## src/rtl/ccd_capture_ctrl.sv

```systemverilog
// ccd_capture_ctrl
// Capture controller for a CCD/CMOS camera front end. It turns a continuous-run
// level (iRUN) or a snapshot request edge (iSNAP) into one-cycle start/end
// pulses for the capture datapath. Frame boundaries are taken from iFVAL edges.
//
// Optional feature: define CCD_CTRL_TIMEOUT_EN to add an ARM-state timeout.
// With the timeout enabled, a snapshot that sees no frame start within
// TIMEOUT_CYC cycles is aborted and flagged on oTIMEOUT.
// With it disabled (the default), ARM waits indefinitely and oTIMEOUT is 0.
module ccd_capture_ctrl #(
    parameter int SNAP_FRAMES = 1,
    parameter int TIMEOUT_CYC = 5000000
) (
    input  logic       iCLK,
    input  logic       iRST,
    input  logic       iFVAL,
    input  logic       iRUN,
    input  logic       iSNAP,
    output logic       oSTART,
    output logic       oEND,
    output logic       oBUSY,
    output logic [2:0] oSTATE,
    output logic [7:0] oFRAMES,
    output logic       oTIMEOUT
);

    typedef enum logic [2:0] {
        IDLE = 3'd0,
        ARM  = 3'd1,
        CAPT = 3'd2,
        CONT = 3'd3,
        STOP = 3'd4
    } state_t;

    localparam logic [7:0]  SNAP_LAST = 8'(SNAP_FRAMES);
    localparam logic [23:0] TO_LAST   = 24'(TIMEOUT_CYC - 1);

    state_t state;
    logic   fvalD;
    logic   snapD;
    logic   fvalRise;
    logic   fvalFall;
    logic   snapEdge;
    logic   timeoutHit;

    // Delayed copies of the frame-valid and snapshot inputs for edge detection
    always_ff @(posedge iCLK or negedge iRST) begin
        if (!iRST) begin
            fvalD <= 1'b0;
            snapD <= 1'b0;
        end else begin
            fvalD <= iFVAL;
            snapD <= iSNAP;
        end
    end

    assign fvalRise = !fvalD && iFVAL;
    assign fvalFall = fvalD && !iFVAL;
    assign snapEdge = !snapD && iSNAP;

`ifdef CCD_CTRL_TIMEOUT_EN
    logic [23:0] armCnt;

    // Count cycles spent in ARM; the count sits at zero everywhere else, so it
    // always starts from zero on ARM entry
    always_ff @(posedge iCLK or negedge iRST) begin
        if (!iRST) begin
            armCnt <= '0;
        end else if (state == ARM) begin
            armCnt <= armCnt + 24'd1;
        end else begin
            armCnt <= '0;
        end
    end

    assign timeoutHit = (state == ARM) && (armCnt == TO_LAST);

    // Sticky abort flag: cleared by an accepted request, set by a timeout that
    // was not rescued by a frame start in the same cycle
    always_ff @(posedge iCLK or negedge iRST) begin
        if (!iRST) begin
            oTIMEOUT <= 1'b0;
        end else if ((state == IDLE) && (iRUN || snapEdge)) begin
            oTIMEOUT <= 1'b0;
        end else if (timeoutHit && !fvalRise) begin
            oTIMEOUT <= 1'b1;
        end
    end
`else
    logic [23:0] unusedTimeoutLast;
    assign unusedTimeoutLast = TO_LAST;
    assign timeoutHit        = 1'b0;
    assign oTIMEOUT          = 1'b0;
`endif

    // Session FSM with registered start/end/busy pulses and frame counter
    always_ff @(posedge iCLK or negedge iRST) begin
        if (!iRST) begin
            state   <= IDLE;
            oSTART  <= 1'b0;
            oEND    <= 1'b0;
            oBUSY   <= 1'b0;
            oFRAMES <= 8'd0;
        end else begin
            oSTART <= 1'b0;
            oEND   <= 1'b0;
            case (state)
                IDLE: begin
                    // Continuous run wins over a simultaneous snapshot edge
                    if (iRUN) begin
                        state   <= CONT;
                        oSTART  <= 1'b1;
                        oBUSY   <= 1'b1;
                        oFRAMES <= 8'd0;
                    end else if (snapEdge) begin
                        state   <= ARM;
                        oSTART  <= 1'b1;
                        oBUSY   <= 1'b1;
                        oFRAMES <= 8'd0;
                    end
                end
                ARM: begin
                    // A frame start beats a timeout landing in the same cycle
                    if (fvalRise) begin
                        state <= CAPT;
                    end else if (timeoutHit) begin
                        state <= STOP;
                        oEND  <= 1'b1;
                    end
                end
                CAPT: begin
                    if (fvalFall) begin
                        oFRAMES <= oFRAMES + 8'd1;
                        if (oFRAMES == SNAP_LAST - 8'd1) begin
                            state <= STOP;
                            oEND  <= 1'b1;
                        end
                    end
                end
                CONT: begin
                    if (fvalFall && (oFRAMES != 8'hFF)) begin
                        oFRAMES <= oFRAMES + 8'd1;
                    end
                    // The frame in flight is finished by the datapath itself
                    if (!iRUN) begin
                        state <= STOP;
                        oEND  <= 1'b1;
                    end
                end
                STOP: begin
                    state <= IDLE;
                    oBUSY <= 1'b0;
                end
                default: begin
                    state <= IDLE;
                    oBUSY <= 1'b0;
                end
            endcase
        end
    end

    assign oSTATE = state;

endmodule

```

## config.mk

```make
export PLATFORM = sky130hd
export DESIGN_NAME = ccd_capture_ctrl
export DESIGN_NICKNAME = d
export VERILOG_FILES = /design/src/rtl/ccd_capture_ctrl.sv
export SDC_FILE = /design/constraint.sdc
export NUM_CORES = 1
export LEC_CHECK = 0
export CAP_MARGIN = 40
export CORE_MARGIN = 5
export CORE_UTILIZATION = 45
export DETAILED_ROUTE_END_ITERATION = 16
export HOLD_SLACK_MARGIN = 0.05
export PLACE_DENSITY_LB_ADDON = 0.05
export SLEW_MARGIN = 20
export SYNTH_ARGS = -nofsm -noshare
export SYNTH_HDL_FRONTEND = slang
export SYNTH_SLANG_ARGS = --single-unit
```

## constraint.sdc

```tcl
create_clock -name iCLK -period 1.5 [get_ports iCLK]
set_input_delay 0.375 -clock iCLK [delete_from_list [all_inputs] [get_ports iCLK]]
set_output_delay 0.375 -clock iCLK [all_outputs]
set_load 0.02 [all_outputs]
```

==> run metrics, run 1 <==
number of flops mapped to enable cells by yosys=0; horizontal die dimension=52.6 um; die area=2770 um2; all-layer global routing usage=15.6%; sort of element at the end of the critical path=output port; # DRC=0; Static Leakage=0.568 nW; synth unique cells=30; clock tree from TritonCTS=done; Area growth, synth to finish=42.6%; detailed placement HPWL=1350 um; worst path buffer plus inverter count=1; clk_skew=0.00120 ns; share of the synthesized netlist area taken by xor and xnor gates=0%; max-capacitance violation count=0; standard cell core area=1730 um2; synthesized-area fraction occupied by and/or/nand/nor cells=21.6%; fraction of post-synthesis cell area in the top cell type by area=49.0%; fmax=697 MHz; biggest area consumer among synthesized cells=sky130_fd_sc_hd__dfrtp_1; Slowest Stage Delay on Critical Path=0.44 ns; Layout Nets=122; maximum fanout encountered on the critical timing path=5; number of global-route vias before repair=681; final RePlAce weighted congestion=0.832; starting density of the core=47.3%; Diodes inserted=0; First DRT Iteration DRCs=13; fraction of the mapped netlist area in compound gates=17.2%; port bufs=18; cell family with most CP delay=flip-flops; status=finished clean; dominant combinational cell family by area after synthesis=simple AND/OR/NAND/NOR gates; post-DR vias/cell=5.06; number of instances in the synthesized netlist=79; antenna violations before repair=0; insertion delay of the later-clocked pin in the worst-skew pair=0.28 ns; DRT Wirelength=1790 um; ordered cell list for the critical path=clkdlybuf4s15_1; total CTS buffers=3; multiplexer share of the synthesized area=5.05%; area of the mapped netlist=817 um2; average cell area after synthesis=10.3 um2; wire length per cell after detailed routing=12.8 um; Setup Total Neg Slack=0 ns; critical path launch point type=flip-flop; top cells by area in the synthesized netlist=sky130_fd_sc_hd__dfrtp_1, sky130_fd_sc_hd__nor2b_1, sky130_fd_sc_hd__a31oi_1, sky130_fd_sc_hd__mux2i_1, sky130_fd_sc_hd__o21ai_2; Worst path slowest cell=sky130_fd_sc_hd__dfrtp_1; Period minus WS final=1.43 ns; Crit path arrival time=1.06 ns; Synthesized Nets=86; synthesis warning total=0; required time of the critical path=1.12 ns; count of boundary I/O pins=20; post-route insts no fill=139; register clock-pin slew on the reported worst setup and hold paths=0.09 ns; fraction of the cycle the final worst path needs=95.6%; Register-to-Register Setup Slack=0.08 ns; pin count of the biggest net entering global routing=17; power per cell area=1670 nW/um2; Clock Sinks=16; global-route wire length before repair=3110 um; adder-cell area share of the yosys netlist=3.06%; number of pins exceeding their max-slew limit in the final report=0; level count of the clock H-tree=1; ratio of cells with drive above 1 in the final layout=27.2%; most used flip-flop cell after synthesis=sky130_fd_sc_hd__dfrtp_1; Inst Count DP=134; Layout fillers=151; height of the die=52.6 um; async set-or-reset flop fraction in the synthesized netlist=100%; GR Overflow Total=0; Detailed Routing Iterations Pass 1=4; total via count in the routed design=703; number of hold violations in the final report=0; category of the critical setup timing path=reg -> out; std cell rows=15; setup repair after global routing missed its margin=false; remaining antenna violation count=0; flops & latches, synth=16; share of the yosys chip area belonging to registers=49.0%; class of the tightest hold or removal check=in -> async; VDD IR-drop max=0.956 mV; Root Buffer Master=sky130_fd_sc_hd__clkbuf_4; Max clock buf depth=2; final setup violating endpoints=0
-- timing repair --
| action | 4_1_cts | 5_1_grt |
|---|---|---|
| resized for setup | 15 | 6 |
| setup endpoints to repair | 15 | 10 |
| hold endpoints to repair | 0 | 0 |
| hold buffers | 0 | 0 |
| buffers inserted | 0 | 1 |
-- cells in the final DEF, fill, tap and decap left out, types with 4 or more instances in the layout --
cell	n
sky130_fd_sc_hd__a21oi_1	4
sky130_fd_sc_hd__a31oi_1	4
sky130_fd_sc_hd__buf_4	15
sky130_fd_sc_hd__clkdlybuf4s50_1	4
sky130_fd_sc_hd__dfrtp_1	14
sky130_fd_sc_hd__dlygate4sd2_1	12
sky130_fd_sc_hd__inv_1	4
sky130_fd_sc_hd__nand2_1	6
sky130_fd_sc_hd__nor2_1	4
sky130_fd_sc_hd__nor2b_1	6
-- power breakdown --
part / total [mW] / internal, mW / switching (mW) / leakage, nW
clock: 0.235 / 0.103 / 0.131 / 0.0150
combinational: 1.08 / 0.487 / 0.589 / 0.353
sequential: 0.633 / 0.552 / 0.0809 / 0.200
total: 1.94 / 1.14 / 0.802 / 0.568
-- layout make-up --
type                            count  area [um2]  area share [%]
Clock buffer                        4        26.3            2.26
Sequential cell                    16         403            34.6
Inverter                            4        15.0            1.29
Multi-Input combinational cell     57         412            35.3
Tap cell                           25        31.3            2.69
Timing Repair Buffer               33         278            23.8
-- cells by family after synthesis --
family / after synthesis
adder cells (fa/ha/maj): 2
multiplexers: 4
AND/OR/NAND/NOR: 30
other: 1
buffers and inverters: 6
flip-flops: 16
AO/OA/AOI/OAI: 20
-- final timing paths --
check / startpoint / end / cells past startpoint
max: oFRAMES[7] / oFRAMES[7] / 1
min: iRST / oFRAMES[0] / 2
max reg2reg: oFRAMES[1] / oSTATE[1] / 6
min reg2reg: oSTATE[2] / oSTATE[1] / 1
max in group asynchronous: iRST / oFRAMES[1] / 2
min in group iCLK: oSTATE[2] / oSTATE[1] / 1
-- cell usage after synthesis (all sizes together) (2+ instances only) --
master and count:
dfrtp 16, nand2 6, nor2b 6, o21ai 6, a31oi 5, a21oi 4
inv 4, nor2 4, mux2i 3, nand3 3, a41oi 2, buf 2
ha 2, nand4 2
-- metal layers --
layer / vias to the layer above / wire, um / GRT usage (%)
li1: 352 / - / -
met1: 331 / 832 / 20.5
met2: 18 / 849 / 23.8
met3: 2 / 81 / 3.70
met4: 0 / 21 / 7.66
met5: - / 0 / 0
-- registers in the layout, summed over array words and instances, names as in the netlist --
name / count
oSTATE: 3
oEND: 1
oFRAMES: 8
fvalD: 1
snapD: 1
oBUSY: 1
oSTART: 1
-- through the flow --
stage | util, % | cell area (um2) | total power [mW] | hold slack (ns) | setup slack, ns
5_1_grt | 67.5 | 1160 | 2.10 | 0.404 | 0.00469
6_report | 67.5 | 1160 | 1.94 | 0.406 | 0.0662
3_3_place_gp | 64.9 | 1120 | 1.73 | 0.494 | -0.202
2_1_floorplan | - | 818 | 1.23 | 0.0794 | 0.0312
3_5_place_dp | 64.9 | 1120 | 1.74 | 0.494 | -0.199
4_1_cts | 65.7 | 1130 | 1.91 | 0.408 | 0.0201
Note: power is estimated with default switching activity, not from simulation.
==> inputs of run 2 (changes only) <==
- CAP_MARGIN: 40 -> 20
==> results of run 2 <==
The final DEF is identical to that of run 1; final timing and power are the same.
==> inputs of run 3 (changes only) <==
- MAX_ROUTING_LAYER: not set -> met4
==> run 3 against run 2 <==
Against the previous run: maximum frequency is essentially flat; power is essentially flat; clock-buffer cell count unchanged.
==> run metrics, run 3 (synthesis gave the netlist of run 1 again) <==
# DRC=0; Design Area, Final=1160 um2; insertion delay of the later-clocked pin in the worst-skew pair=0.28 ns; detailed placement HPWL=1350 um; DRT Wirelength=1780 um; die area=2770 um2; fmax=697 MHz; standard cell core area=1730 um2; post-DR vias/cell=5.07; Layout fillers=151; commonest non-fill, non-tap cells in the layout=sky130_fd_sc_hd__buf_4, sky130_fd_sc_hd__dfrtp_1, sky130_fd_sc_hd__dlygate4sd2_1; number of pins exceeding their max-slew limit in the final report=0; Worst path slowest cell=sky130_fd_sc_hd__dfrtp_1; count of boundary I/O pins=20; ordered cell list for the critical path=clkdlybuf4s15_1; cell family with most CP delay=flip-flops; Largest register FFs=8; share of total power in combinational logic=55.4%; power per cell area=1670 nW/um2; port bufs=18; clock tree from TritonCTS=done; number of global-route vias before repair=680; height of the die=52.6 um; final worst hold slack=0.405 ns; clk_skew=0.00115 ns; GR Overflow Total=0; all-layer global routing usage=16.0%; required time of the critical path=1.12 ns; total via count in the routed design=705; Internal Dissipation=1.14 mW; std cell rows=15; Layout Nets=122; Crit path arrival time=1.06 ns; maximum fanout encountered on the critical timing path=5; Switching Fraction=41.3%; class of the tightest hold or removal check=in -> async; sequential share of power=32.6%; pin count of the biggest net entering global routing=17; Period minus WS final=1.43 ns; Clock Sinks=16; category of the critical setup timing path=reg -> out; leading cell type in the layout, fill and taps excluded=sky130_fd_sc_hd__buf_4; Slowest Stage Delay on Critical Path=0.44 ns; fraction of the cycle the final worst path needs=95.6%; register clock-pin slew on the reported worst setup and hold paths=0.09 ns; Diodes inserted=0; VDD IR-drop max=0.956 mV; Max clock buf depth=2; starting density of the core=47.3%; max-capacitance violation count=0; worst path buffer plus inverter count=1; Setup Total Neg Slack=0 ns; total CTS buffers=3; Area growth, synth to finish=42.6%; wire length per cell after detailed routing=12.8 um; status=finished clean; top register by number of flip-flops=oFRAMES; final RePlAce weighted congestion=0.845; setup repair after global routing missed its margin=false; Static Leakage=0.568 nW; Detailed Routing Iterations Pass 1=4; Inst Count DP=134; sort of element at the end of the critical path=output port; critical path launch point type=flip-flop; ratio of cells with drive above 1 in the final layout=27.2%; DP Worst Slack=-0.199 ns; horizontal die dimension=52.6 um; antenna violations before repair=0; remaining antenna violation count=0; Placed Instance Area=1120 um2; post-route insts no fill=139; Net Switching=0.802 mW; worst setup slack after layout=0.0662 ns; global-route wire length before repair=3120 um; number of hold violations in the final report=0; Root Buffer Master=sky130_fd_sc_hd__clkbuf_4; First DRT Iteration DRCs=11; final setup violating endpoints=0; level count of the clock H-tree=1; power consumption=1.94 mW; clock network fraction of total power=12.1%; Finished Core Util=67.5%
## run 3: cell counts in the layout (fill, tap and decap cells not counted)
No cell type changed its count.
## run 3: area by class of cell
| cell class | count | area (um2) | area share (%) |
|---|---|---|---|
| Timing Repair Buffer | 33 | 278 | 23.8 |
| Sequential cell | 16 | 403 | 34.6 |
| Inverter | 4 | 15.0 | 1.29 |
| Clock buffer | 4 | 26.3 | 2.26 |
| Multi-Input combinational cell | 57 | 412 | 35.3 |
| Tap cell | 25 | 31.3 | 2.69 |
## run 3: layer usage
layer	global-route usage, %	wire (um)	share of wire, %	vias up
li1	-	-	-	352
met1	20.7	839	47	331
met2	23.8	841	47	18
met3	3.42	74	4.1	4
met4	7.66	29	1.6	0
met5	-	0	0	-
## run 3: power groups by stage
stage / clock network (mW) / registers [mW] / logic [mW]
after floorplan: 0 / 0.831 / 0.401
after global placement: 0 / 0.629 / 1.10
after detailed placement: 0 / 0.635 / 1.11
after CTS: 0.247 / 0.622 / 1.04
after global routing: 0.275 / 0.655 / 1.17
final: 0.235 / 0.633 / 1.08
## run 3: final timing paths
path                       slack (ns)    endpoint        from  cells after the start
setup / recovery                 0.07  oFRAMES[7]  oFRAMES[7]                      1
hold / removal                   0.41  oFRAMES[0]        iRST                      2
setup reg to reg                 0.08   oSTATE[1]  oFRAMES[1]                      6
hold reg to reg                  0.51   oSTATE[1]   oSTATE[2]                      1
max in group asynchronous        0.90  oFRAMES[1]        iRST                      2
min in group iCLK                0.51   oSTATE[1]   oSTATE[2]                      1
## run 3: worst register-to-register path: cells and delay by family, from the launching register on
kind | cells | cell delay, ns
AOI/OAI and AO/OA | 1 | 0.17
adders and majority gates | 1 | 0.13
buffers and inverters | 1 | 0.08
DFF | 1 | 0.45
muxes | 1 | 0.16
and+or+nand+nor | 2 | 0.33
## run 3: what timing repair did
item	4_1_cts	5_1_grt
gates cloned	0	0
resized for setup	15	6
pin swaps	0	0
endpoints found under the setup margin	15	10
hold buffers	0	0
setup buffers	0	1
